===== src/rtl/t2mi_packet_scheduler.sv =====
// T2-MI packet scheduler: orders BB-frame / timestamp / L1 packets per T2 frame and
// supplies per-packet header fields to the packetizer, one command per packet.
module t2mi_packet_scheduler #(
  parameter int unsigned DONE_TIMEOUT = 16384
) (
  input  logic        CLK,
  input  logic        RST,
  input  logic        ENABLE,
  input  logic [9:0]  plp_num_blocks,
  input  logic [7:0]  num_t2_frames,
  input  logic [26:0] T_sf_ssu,
  output logic        CMD_VALID,
  input  logic        CMD_READY,
  output logic [1:0]  CMD_TYPE,
  output logic [7:0]  CMD_PKT_COUNT,
  output logic [3:0]  CMD_SF_IDX,
  output logic [7:0]  CMD_FRAME_IDX,
  output logic        CMD_INTL_START,
  output logic [26:0] CMD_SUBSEC,
  input  logic        PKT_DONE,
  output logic        CFG_ERR,
  output logic        TIMEOUT_ERR,
  output logic [1:0]  state_mon
);

  localparam int unsigned BLK_W = 10;
  localparam int unsigned NFT_W = 8;
  localparam int unsigned SS_W  = 27;
  localparam int unsigned WD_W  = (DONE_TIMEOUT > 2) ? $clog2(DONE_TIMEOUT) : 1;
  localparam logic [WD_W-1:0] WD_LAST = WD_W'(DONE_TIMEOUT - 1);

  typedef enum logic [1:0] {
    S_IDLE      = 2'd0,
    S_ISSUE     = 2'd1,
    S_WAIT_DONE = 2'd2,
    S_ADVANCE   = 2'd3
  } state_e;

  typedef enum logic [1:0] {
    T_BB = 2'd0,
    T_TS = 2'd1,
    T_L1 = 2'd2
  } pkt_type_e;

  state_e            state_q, state_d;
  pkt_type_e         type_q, type_d;
  logic [BLK_W-1:0]  bb_idx_q, bb_idx_d;
  logic [BLK_W-1:0]  nblk_q, nblk_d;
  logic [NFT_W-1:0]  nft_q, nft_d;
  logic [7:0]        pkt_cnt_q, pkt_cnt_d;
  logic [3:0]        sf_idx_q, sf_idx_d;
  logic [7:0]        frame_idx_q, frame_idx_d;
  logic [SS_W-1:0]   subsec_q, subsec_d;
  logic [WD_W-1:0]   wd_q, wd_d;
  logic              frame_start_q, frame_start_d;
  logic              valid_q, valid_d;
  logic              intl_q, intl_d;
  logic              cfg_err_q, cfg_err_d;
  logic              timeout_err_q, timeout_err_d;
  logic              latch_cfg;

  // State and field registers
  always_ff @(posedge CLK or negedge RST) begin
    if (!RST) begin
      state_q       <= S_IDLE;
      type_q        <= T_BB;
      bb_idx_q      <= '0;
      nblk_q        <= '0;
      nft_q         <= NFT_W'(1);
      pkt_cnt_q     <= '0;
      sf_idx_q      <= '0;
      frame_idx_q   <= '0;
      subsec_q      <= '0;
      wd_q          <= '0;
      frame_start_q <= 1'b1;
      valid_q       <= 1'b0;
      intl_q        <= 1'b0;
      cfg_err_q     <= 1'b0;
      timeout_err_q <= 1'b0;
    end else begin
      state_q       <= state_d;
      type_q        <= type_d;
      bb_idx_q      <= bb_idx_d;
      nblk_q        <= nblk_d;
      nft_q         <= nft_d;
      pkt_cnt_q     <= pkt_cnt_d;
      sf_idx_q      <= sf_idx_d;
      frame_idx_q   <= frame_idx_d;
      subsec_q      <= subsec_d;
      wd_q          <= wd_d;
      frame_start_q <= frame_start_d;
      valid_q       <= valid_d;
      intl_q        <= intl_d;
      cfg_err_q     <= cfg_err_d;
      timeout_err_q <= timeout_err_d;
    end
  end

  // Next-state, packet sequencing and frame/superframe counters
  always_comb begin
    state_d       = state_q;
    type_d        = type_q;
    bb_idx_d      = bb_idx_q;
    nblk_d        = nblk_q;
    nft_d         = nft_q;
    pkt_cnt_d     = pkt_cnt_q;
    sf_idx_d      = sf_idx_q;
    frame_idx_d   = frame_idx_q;
    subsec_d      = subsec_q;
    wd_d          = wd_q;
    frame_start_d = frame_start_q;
    cfg_err_d     = cfg_err_q;
    timeout_err_d = timeout_err_q;
    latch_cfg     = 1'b0;

    case (state_q)
      S_IDLE: begin
        if (ENABLE) begin
          state_d   = S_ISSUE;
          latch_cfg = frame_start_q;
        end
      end
      S_ISSUE: begin
        if (CMD_READY) begin
          state_d       = S_WAIT_DONE;
          wd_d          = '0;
          frame_start_d = 1'b0;
        end
      end
      S_WAIT_DONE: begin
        if (PKT_DONE) begin
          state_d = S_ADVANCE;
        end else if (DONE_TIMEOUT != 0) begin
          if (wd_q == WD_LAST) begin
            timeout_err_d = 1'b1;
            state_d       = S_ADVANCE;
          end else begin
            wd_d = wd_q + WD_W'(1);
          end
        end
      end
      default: begin
        pkt_cnt_d = pkt_cnt_q + 8'd1;
        state_d   = ENABLE ? S_ISSUE : S_IDLE;
        case (type_q)
          T_BB: begin
            bb_idx_d = bb_idx_q + BLK_W'(1);
            if (bb_idx_q + BLK_W'(1) == nblk_q) type_d = T_TS;
          end
          T_TS: type_d = T_L1;
          default: begin
            bb_idx_d      = '0;
            frame_start_d = 1'b1;
            latch_cfg     = 1'b1;
            // >= keeps the frame index bounded if the frame count shrinks at relatch
            if (frame_idx_q >= nft_q - NFT_W'(1)) begin
              frame_idx_d = '0;
              sf_idx_d    = sf_idx_q + 4'd1;
              subsec_d    = subsec_q + T_sf_ssu;
            end else begin
              frame_idx_d = frame_idx_q + 8'd1;
            end
          end
        endcase
      end
    endcase

    // Config is only sampled at a frame boundary; it also picks the frame's first packet type
    if (latch_cfg) begin
      nblk_d = plp_num_blocks;
      nft_d  = (num_t2_frames == '0) ? NFT_W'(1) : num_t2_frames;
      if (plp_num_blocks == '0) begin
        type_d    = T_TS;
        cfg_err_d = 1'b1;
      end else begin
        type_d = T_BB;
      end
    end
  end

  // Registered command outputs
  always_comb begin
    valid_d = (state_d == S_ISSUE);
    intl_d  = intl_q;
    if (latch_cfg || (state_q == S_ADVANCE)) begin
      intl_d = (type_d == T_BB) && (bb_idx_d == '0);
    end
  end

  assign CMD_VALID      = valid_q;
  assign CMD_TYPE       = type_q;
  assign CMD_PKT_COUNT  = pkt_cnt_q;
  assign CMD_SF_IDX     = sf_idx_q;
  assign CMD_FRAME_IDX  = frame_idx_q;
  assign CMD_INTL_START = intl_q;
  assign CMD_SUBSEC     = subsec_q;
  assign CFG_ERR        = cfg_err_q;
  assign TIMEOUT_ERR    = timeout_err_q;
  assign state_mon      = state_q;

endmodule


===== config.mk =====
export PLATFORM = sky130hd
export DESIGN_NAME = t2mi_packet_scheduler
export DESIGN_NICKNAME = d
export VERILOG_FILES = /design/src/rtl/t2mi_packet_scheduler.sv
export SDC_FILE = /design/constraint.sdc
export NUM_CORES = 1
export LEC_CHECK = 0
export CORE_MARGIN = 5
export CORE_UTILIZATION = 56
export DETAILED_ROUTE_END_ITERATION = 7
export HOLD_SLACK_MARGIN = 0.08
export PLACE_DENSITY = 0.91
export SETUP_SLACK_MARGIN = 0.15
export SLEW_MARGIN = 0
export SYNTH_ARGS = -nofsm -noshare
export SYNTH_HDL_FRONTEND = slang
export SYNTH_SLANG_ARGS = --single-unit

===== constraint.sdc =====
create_clock -name CLK -period 4.2 [get_ports CLK]
set_input_delay 0.84 -clock CLK [delete_from_list [all_inputs] [get_ports CLK]]
set_output_delay 0.84 -clock CLK [all_outputs]
set_load 0.005 [all_outputs]

==> run metrics, run 1 <==
CP max FO 22; Diodes inserted 0; initial antenna violation count 0; Slew Limit Headroom 50.1%; remaining antenna violation count 0; unrepaired setup endpoints after global routing no; slowest stage delay, CP 570 ps; combinational power share 44.9%; Final Skew 14.2 ps; Max IR drop VDD 0.382 mV; Slowest cell on crit path dfstp_2; library cells used by synthesis 62; post-synthesis sequential area ratio 40.3%; Area after DPL 7220 sq um; P_sw 1.58 mW; cell breakdown of the critical path inv_1 -> ha_1 -> nand2_1 -> xor2_1 -> ha_1 -> a21o_1 -> a2111oi_0 -> o21a_1 -> nor2_1 -> nand2_1 -> buf_4 -> o21ai_0; Num CTS Buffers 9; yosys warns 0; syn nets 766; Setup TNS Final 0 ps; Hold Crit Class register to register; status finished clean; Routed Wire Length 15500 um; DR vias 5392; post-route cell area 7480 sq um; H-tree depth 3; worst-margin pin slew 746 ps; # Post-CTS Setup Buffers 0; Synth top area share 39.4%; Post-Synthesis Cells 675; Max Cap Viol 0; post-cts sizing count 0; P_int 2.51 mW; root buffer cell clkbuf_8; Post-CTS Hold Buffers 0; crit end category register; Min Hold Slack 476 ps; worst hold stages 1; Fmax 302 MHz; P&R area growth vs syn 22.7%; r2r endpoint CMD_SUBSEC[3]$_DFFE_PN0P_; LEAKAGE 3.28 nW; initial core utilization 56.7%; number of synthesized flops with an enable pin 0; RR Startpoint nft_q[0]$_DFFE_PN1P_; 1st-iter DRT viols 374; Seq pwr share 36.3%; area leader, netlist dfrtp_1; post-DR vias/cell 5.87; routability cong. 0.924; post-DP HPWL 12000 um; WL/cell 16.9 um; R2R depth 12; first-pass GRT wire length 25800 um; Final Setup Violations 0; reg-to-reg slack, setup 890 ps; minimum clock period 3310 ps; Power Total 4.10 mW; net switching fraction of the power 38.7%; Die Area 13100 sq um; Rows 38; worst min-delay path startpoint CFG_ERR$_DFFE_PN0P_; FF+latch count, synth 98; synth top area cells dfrtp_1 39%, ha_1 8.2%, nand2_1 6.3%; syn_area_per_cell 9.03 sq um; share of post-route cells with drive strength above 1 6.30%; largest net degree at the start of global routing 57; WS Path Type register to register; Synth Flop Type dfrtp_1; crit path launch type register; final hold violations 0; area of the multi-input gates 3440 sq um; clock share of power 18.8%; Worst-Skew Late Latency 370 ps; Util after Layout 69.6%; Nets 864; Hold Path Sink CFG_ERR$_DFFE_PN0P_; WP data arrival 3560 ps; I/O pin total 105; Filler cells 841; clock-pin slew on the worst setup and hold paths 100 ps; IO Port Bufs 104; fraction of registers with async set/reset 100%; gr usage total 24.2%; Worst Path Required 4450 ps; vias in the first global route 5407; Initial DRT Pass Iterations 8; TritonCTS clock tree built; clk buf depth 2; chip width 114 um; pwr/cell area 548 nW/um^2; core area 10700 sq um; clk sinks 98; register area 2450 sq um; total gr overflow 0; Synth Cell Area 6090 sq um; DR DRC count 0; Slew Limit Fails 0; Final Cycle Share 78.8%; chip height 114 um
==> layout make-up <==
cell class	instances	area share, %
well taps	140	2.34
clock inverters	6	1.56
multi-input cells	533	46.0
clock buffers	10	1.84
inverters	23	1.15
repair buffers	108	14.3
flip-flops and latches	98	32.8
==> critical path, delay by kind of cell (launching register included) <==
kind	cells	cell delay, ps
adders and majority gates	2	500
buffers and inverters	2	390
xor gates and xnor gates	1	150
and+or+nand+nor	3	590
AOI/OAI and AO/OA	4	980
DFF	1	570
==> power groups by stage <==
stage	logic, mW	registers [mW]	clock network [mW]
floorplan	1.24	1.42	0
global placement	1.74	1.47	0
detailed placement	1.82	1.50	0
CTS	1.84	1.48	0.781
global route	2.05	1.52	0.819
finish	1.84	1.49	0.769
==> cells in the final DEF, fill, tap and decap left out, types with 5 or more instances in the layout <==
master	synthesis	final
clkbuf_8	0	10
nor2b_1	9	9
xor2_1	26	26
nand3_1	20	20
a21o_1	16	16
inv_1	23	23
nor3_1	19	19
nand4_1	13	13
a31oi_1	11	11
o21ai_0	61	61
buf_4	4	5
a21oi_1	39	39
xnor2_1	43	43
nand2_1	103	103
nor2_1	37	37
or3_1	7	7
dfrtp_1	96	96
nor4_1	7	7
mux2_2	10	10
and3_1	6	6
clkdlybuf4s50_1	0	103
o31ai_1	10	10
ha_1	40	40
==> state kept, by name, summed over array words and instances (netlist names) <==
register and cells:
state_mon 2, nft_q 8, CMD_FRAME_IDX 8, nblk_q 10, CMD_VALID 1, CFG_ERR 1, CMD_PKT_COUNT 8, CMD_SF_IDX 4
CMD_INTL_START 1, bb_idx_q 10, CMD_SUBSEC 27, CMD_TYPE 2, TIMEOUT_ERR 1, frame_start_q 1, wd_q 14
==> cell families after synthesis <==
logic type / after synthesis / share of synthesized area (%)
xor gates and xnor gates: 69 / 9.92
AOI/OAI and AO/OA: 167 / 16.9
adders and majority gates: 41 / 8.54
muxes: 11 / 2.01
and+or+nand+nor: 245 / 19.1
buffers and inverters: 44 / 3.27
DFF: 98 / 40.3
==> how the worst max path moves through the flow <==
stage	start	endpoint	slack [ps]	cells after the start
6_report	nft_q[0]$_DFFE_PN1P_	CMD_SUBSEC[3]$_DFFE_PN0P_	890	12
5_1_grt	nft_q[0]$_DFFE_PN1P_	CMD_SUBSEC[2]$_DFFE_PN0P_	620	13
4_1_cts	nft_q[0]$_DFFE_PN1P_	CMD_SUBSEC[18]$_DFFE_PN0P_	860	12
3_5_place_dp	T_sf_ssu[0]	CMD_SUBSEC[24]$_DFFE_PN0P_	720	11
3_3_place_gp	T_sf_ssu[0]	CMD_SUBSEC[24]$_DFFE_PN0P_	790	11
2_1_floorplan	T_sf_ssu[0]	CMD_SUBSEC[24]$_DFFE_PN0P_	1310	10
==> metrics by stage <==
stage	cells	worst slack, ps
floorplan	675	1310
global placement	902	787
detailed placement	902	724
CTS	918	855
global route	918	617
finish	918	889
==> per-layer routing <==
| metal | share of wire, % | vias to the layer above | global-route usage, % |
|---|---|---|---|
| li1 | - | 2586 | - |
| met1 | 43 | 2591 | 30.4 |
| met2 | 49 | 178 | 41.6 |
| met3 | 4.7 | 37 | 3.49 |
| met4 | 2.8 | 0 | 10.1 |
| met5 | 0 | - | 0 |
==> Yosys cell counts (3+ instances only) <==
cell,instances
buf_4,4
buf_2,3
a21o_1,16
or4_1,4
nand2b_1,4
nand4_1,13
or3_1,7
nor4_1,7
and3_1,6
ha_1,40
clkbuf_1,11
inv_1,23
nand2_1,103
xor2_1,26
nor2b_1,9
a31oi_1,11
o21bai_1,3
o21ai_0,61
and2_1,4
nor2_1,37
a21oi_1,39
o21a_1,4
dfrtp_1,96
xnor2_1,43
nand3_1,20
nor3_1,19
mux2_2,10
o31ai_1,10
Power figures use the tool's default switching activity.
==> run 2, diff against run 1 <==
- CORE_UTILIZATION: 56 -> 54
- PLACE_DENSITY: 0.91 -> 0.88
- clock period: 4.2 -> 3.3 ns (I/O delays scaled with it)
==> run 2 against run 1 <==
  * Critical path depth decreased by 1
  * Non-clock buffer count increased by 10
  * Clock skew decreased by 4.0 ps
  * Routed wire length increased by 2.6%
  * Hold slack got worse by 170 ps
  * First-iteration DRC count increased by 24%
  * Final cell count increased by 0.98%
  * Sequential power increased by 28%
  * Clock power increased by 42%
  * Final area increased by 2.1%
  * Highest routed layer unchanged
==> run metrics, run 2 (synthesis gave the netlist of run 1 again) <==
Area after DPL 7310 sq um (+1.2%); P_sw 2.09 mW (+32%); initial antenna violation count 0 (unchanged); Filler cells 831 (-1.2%); clock share of power 20.2% (+1.4 points); Min Hold Slack 308 ps (-168 ps); Initial DRT Pass Iterations 5 (-3); WS Path Type primary input to register; minimum clock period 3020 ps; core area 10900 sq um (+1.8%); combinational power share 44.7% (-0.2 points); Rows 38 (unchanged); total gr overflow 0 (unchanged); DR DRC count 0 (unchanged); Fmax 331 MHz; worst-margin pin slew 862 ps (+116 ps); Slowest cell on crit path clkdlybuf4s50_1; Max IR drop VDD 0.491 mV (+29%); clock-pin slew on the worst setup and hold paths 70 ps (-30 ps); flip-flop count of the largest register after layout 27 (unchanged); most common cell after layout, fill and taps aside clkdlybuf4s50_1; TritonCTS clock tree built; 1st-iter DRT viols 463 (+24%); largest net degree at the start of global routing 53 (-7.0%); Seq pwr share 35.1% (-1.2 points); chip height 116 um (+1.7%); Hold Crit Class primary input to asynchronous set/reset pin; Inst Count DP 912 (+1.1%); post-route cell area 7630 sq um (+2.1%); share of post-route cells with drive strength above 1 7.62% (+1.3 points); reg-to-reg slack, setup 340 ps (-550 ps); vias in the first global route 5593 (+3.4%); status finished clean; P_int 3.33 mW (+33%); Die Area 13500 sq um (+3.4%); post-DR vias/cell 5.97 (+1.6%); WL/cell 17.2 um (+1.6%); cell breakdown of the critical path clkdlybuf4s50_1 -> ha_1 -> inv_1 -> fa_1 -> nor2b_1 -> o2111a_1 -> or2_1 -> a311oi_2 -> a211oi_1 -> or3_1 -> a31o_1; remaining antenna violation count 0 (unchanged); CP Buf/Inv Count 2 (unchanged); Power Total 5.41 mW (+32%); H-tree depth 3 (unchanged); clk buf depth 2 (unchanged); slowest stage delay, CP 420 ps (-150 ps); routability cong. 0.963 (+4.3%); WP data arrival 3260 ps (-300 ps); Max Cap Viol 0 (unchanged); crit path launch type primary input; post-DP HPWL 11900 um (-0.26%); Slew Limit Headroom 42.1% (-8.1 points); Num CTS Buffers 9 (unchanged); pwr/cell area 709 nW/um^2 (+29%); first-pass GRT wire length 26700 um (+3.3%); initial core utilization 55.7% (-0.99 points); root buffer cell clkbuf_16; Diodes inserted 0 (unchanged); Final Skew 10.3 ps (-3.96 ps); DR vias 5534 (+2.6%); Worst-Skew Late Latency 360 ps (about the same); I/O pin total 105 (unchanged); Worst Path Required 3550 ps (-900 ps); Nets 874 (+1.2%); Final Setup Violations 0 (unchanged); P&R area growth vs syn 25.3%; unrepaired setup endpoints after global routing no; Post-Layout Cell Count 927 (+0.98%); Final Cycle Share 91.4%; CP top delay family compound AO/OA/AOI/OAI gates; CP max FO 3 (-86%); LEAKAGE 3.36 nW (+2.2%); most frequent cells in the layout 103 x clkdlybuf4s50_1, 102 x nand2_1, 96 x dfrtp_1; gr usage total 24.7% (+0.52 points); clk sinks 98 (unchanged); IO Port Bufs 104 (unchanged); net switching fraction of the power 38.5% (-0.17 points); Slew Limit Fails 0 (unchanged); final hold violations 0 (unchanged); chip width 116 um (+1.7%); crit end category register; Routed Wire Length 15900 um (+2.6%)
## run 2: power by group through the flow
stage,combinational [mW],sequential [mW],clock [mW]
global placement,2.30,1.88,0
CTS,2.41,1.89,1.10
finish,2.42,1.90,1.09
floorplan,1.58,1.81,0
detailed placement,2.39,1.91,0
global route,2.69,1.95,1.15
## run 2: area by class of cell
| class | instances | area (sq um) | share of cell area [%] |
|---|---|---|---|
| multi-input cells | 533 | 3450 | 45.2 |
| repair buffers | 118 | 1170 | 15.3 |
| flip-flops and latches | 98 | 2450 | 32.2 |
| clock buffers | 10 | 239 | 3.13 |
| clock inverters | 5 | 62.6 | 0.820 |
| inverters | 23 | 86.3 | 1.13 |
| well taps | 140 | 175 | 2.29 |
## run 2: final timing paths
kind | depth (start not counted) | start | to
max in group asynchronous | 2 | RST | frame_start_q$_DFFE_PN1P_
setup / recovery | 11 | T_sf_ssu[0] | CMD_SUBSEC[24]$_DFFE_PN0P_
setup reg to reg | 12 | nft_q[0]$_DFFE_PN1P_ | CMD_SUBSEC[15]$_DFFE_PN0P_
hold reg to reg | 1 | CMD_SF_IDX[3]$_DFFE_PN0P_ | CMD_SF_IDX[3]$_DFFE_PN0P_
min in group CLK | 1 | CMD_SF_IDX[3]$_DFFE_PN0P_ | CMD_SF_IDX[3]$_DFFE_PN0P_
hold / removal | 1 | RST | CMD_SUBSEC[17]$_DFFE_PN0P_
## run 2: through the flow
step	utilization (%)	setup slack, ps	setup TNS, ps
finish	69.8	283	0
global route	69.8	153	0
floorplan	-	520	0
CTS	69.6	195	0
detailed placement	66.9	-54.5	-54.5
global placement	66.9	39.7	0
## run 2: repair_timing
action	CTS	global route
endpoints found under the setup margin	0	26
gates resized for setup	0	6
hold endpoints to repair	0	0
buffers inserted	0	0
hold buffers	0	0
## run 2: layer usage
layer	part of all wire, %	GRT usage [%]
met1	43	31.7
met4	3.0	9.82
met2	48	41.3
met3	6.4	4.61
met5	0	0
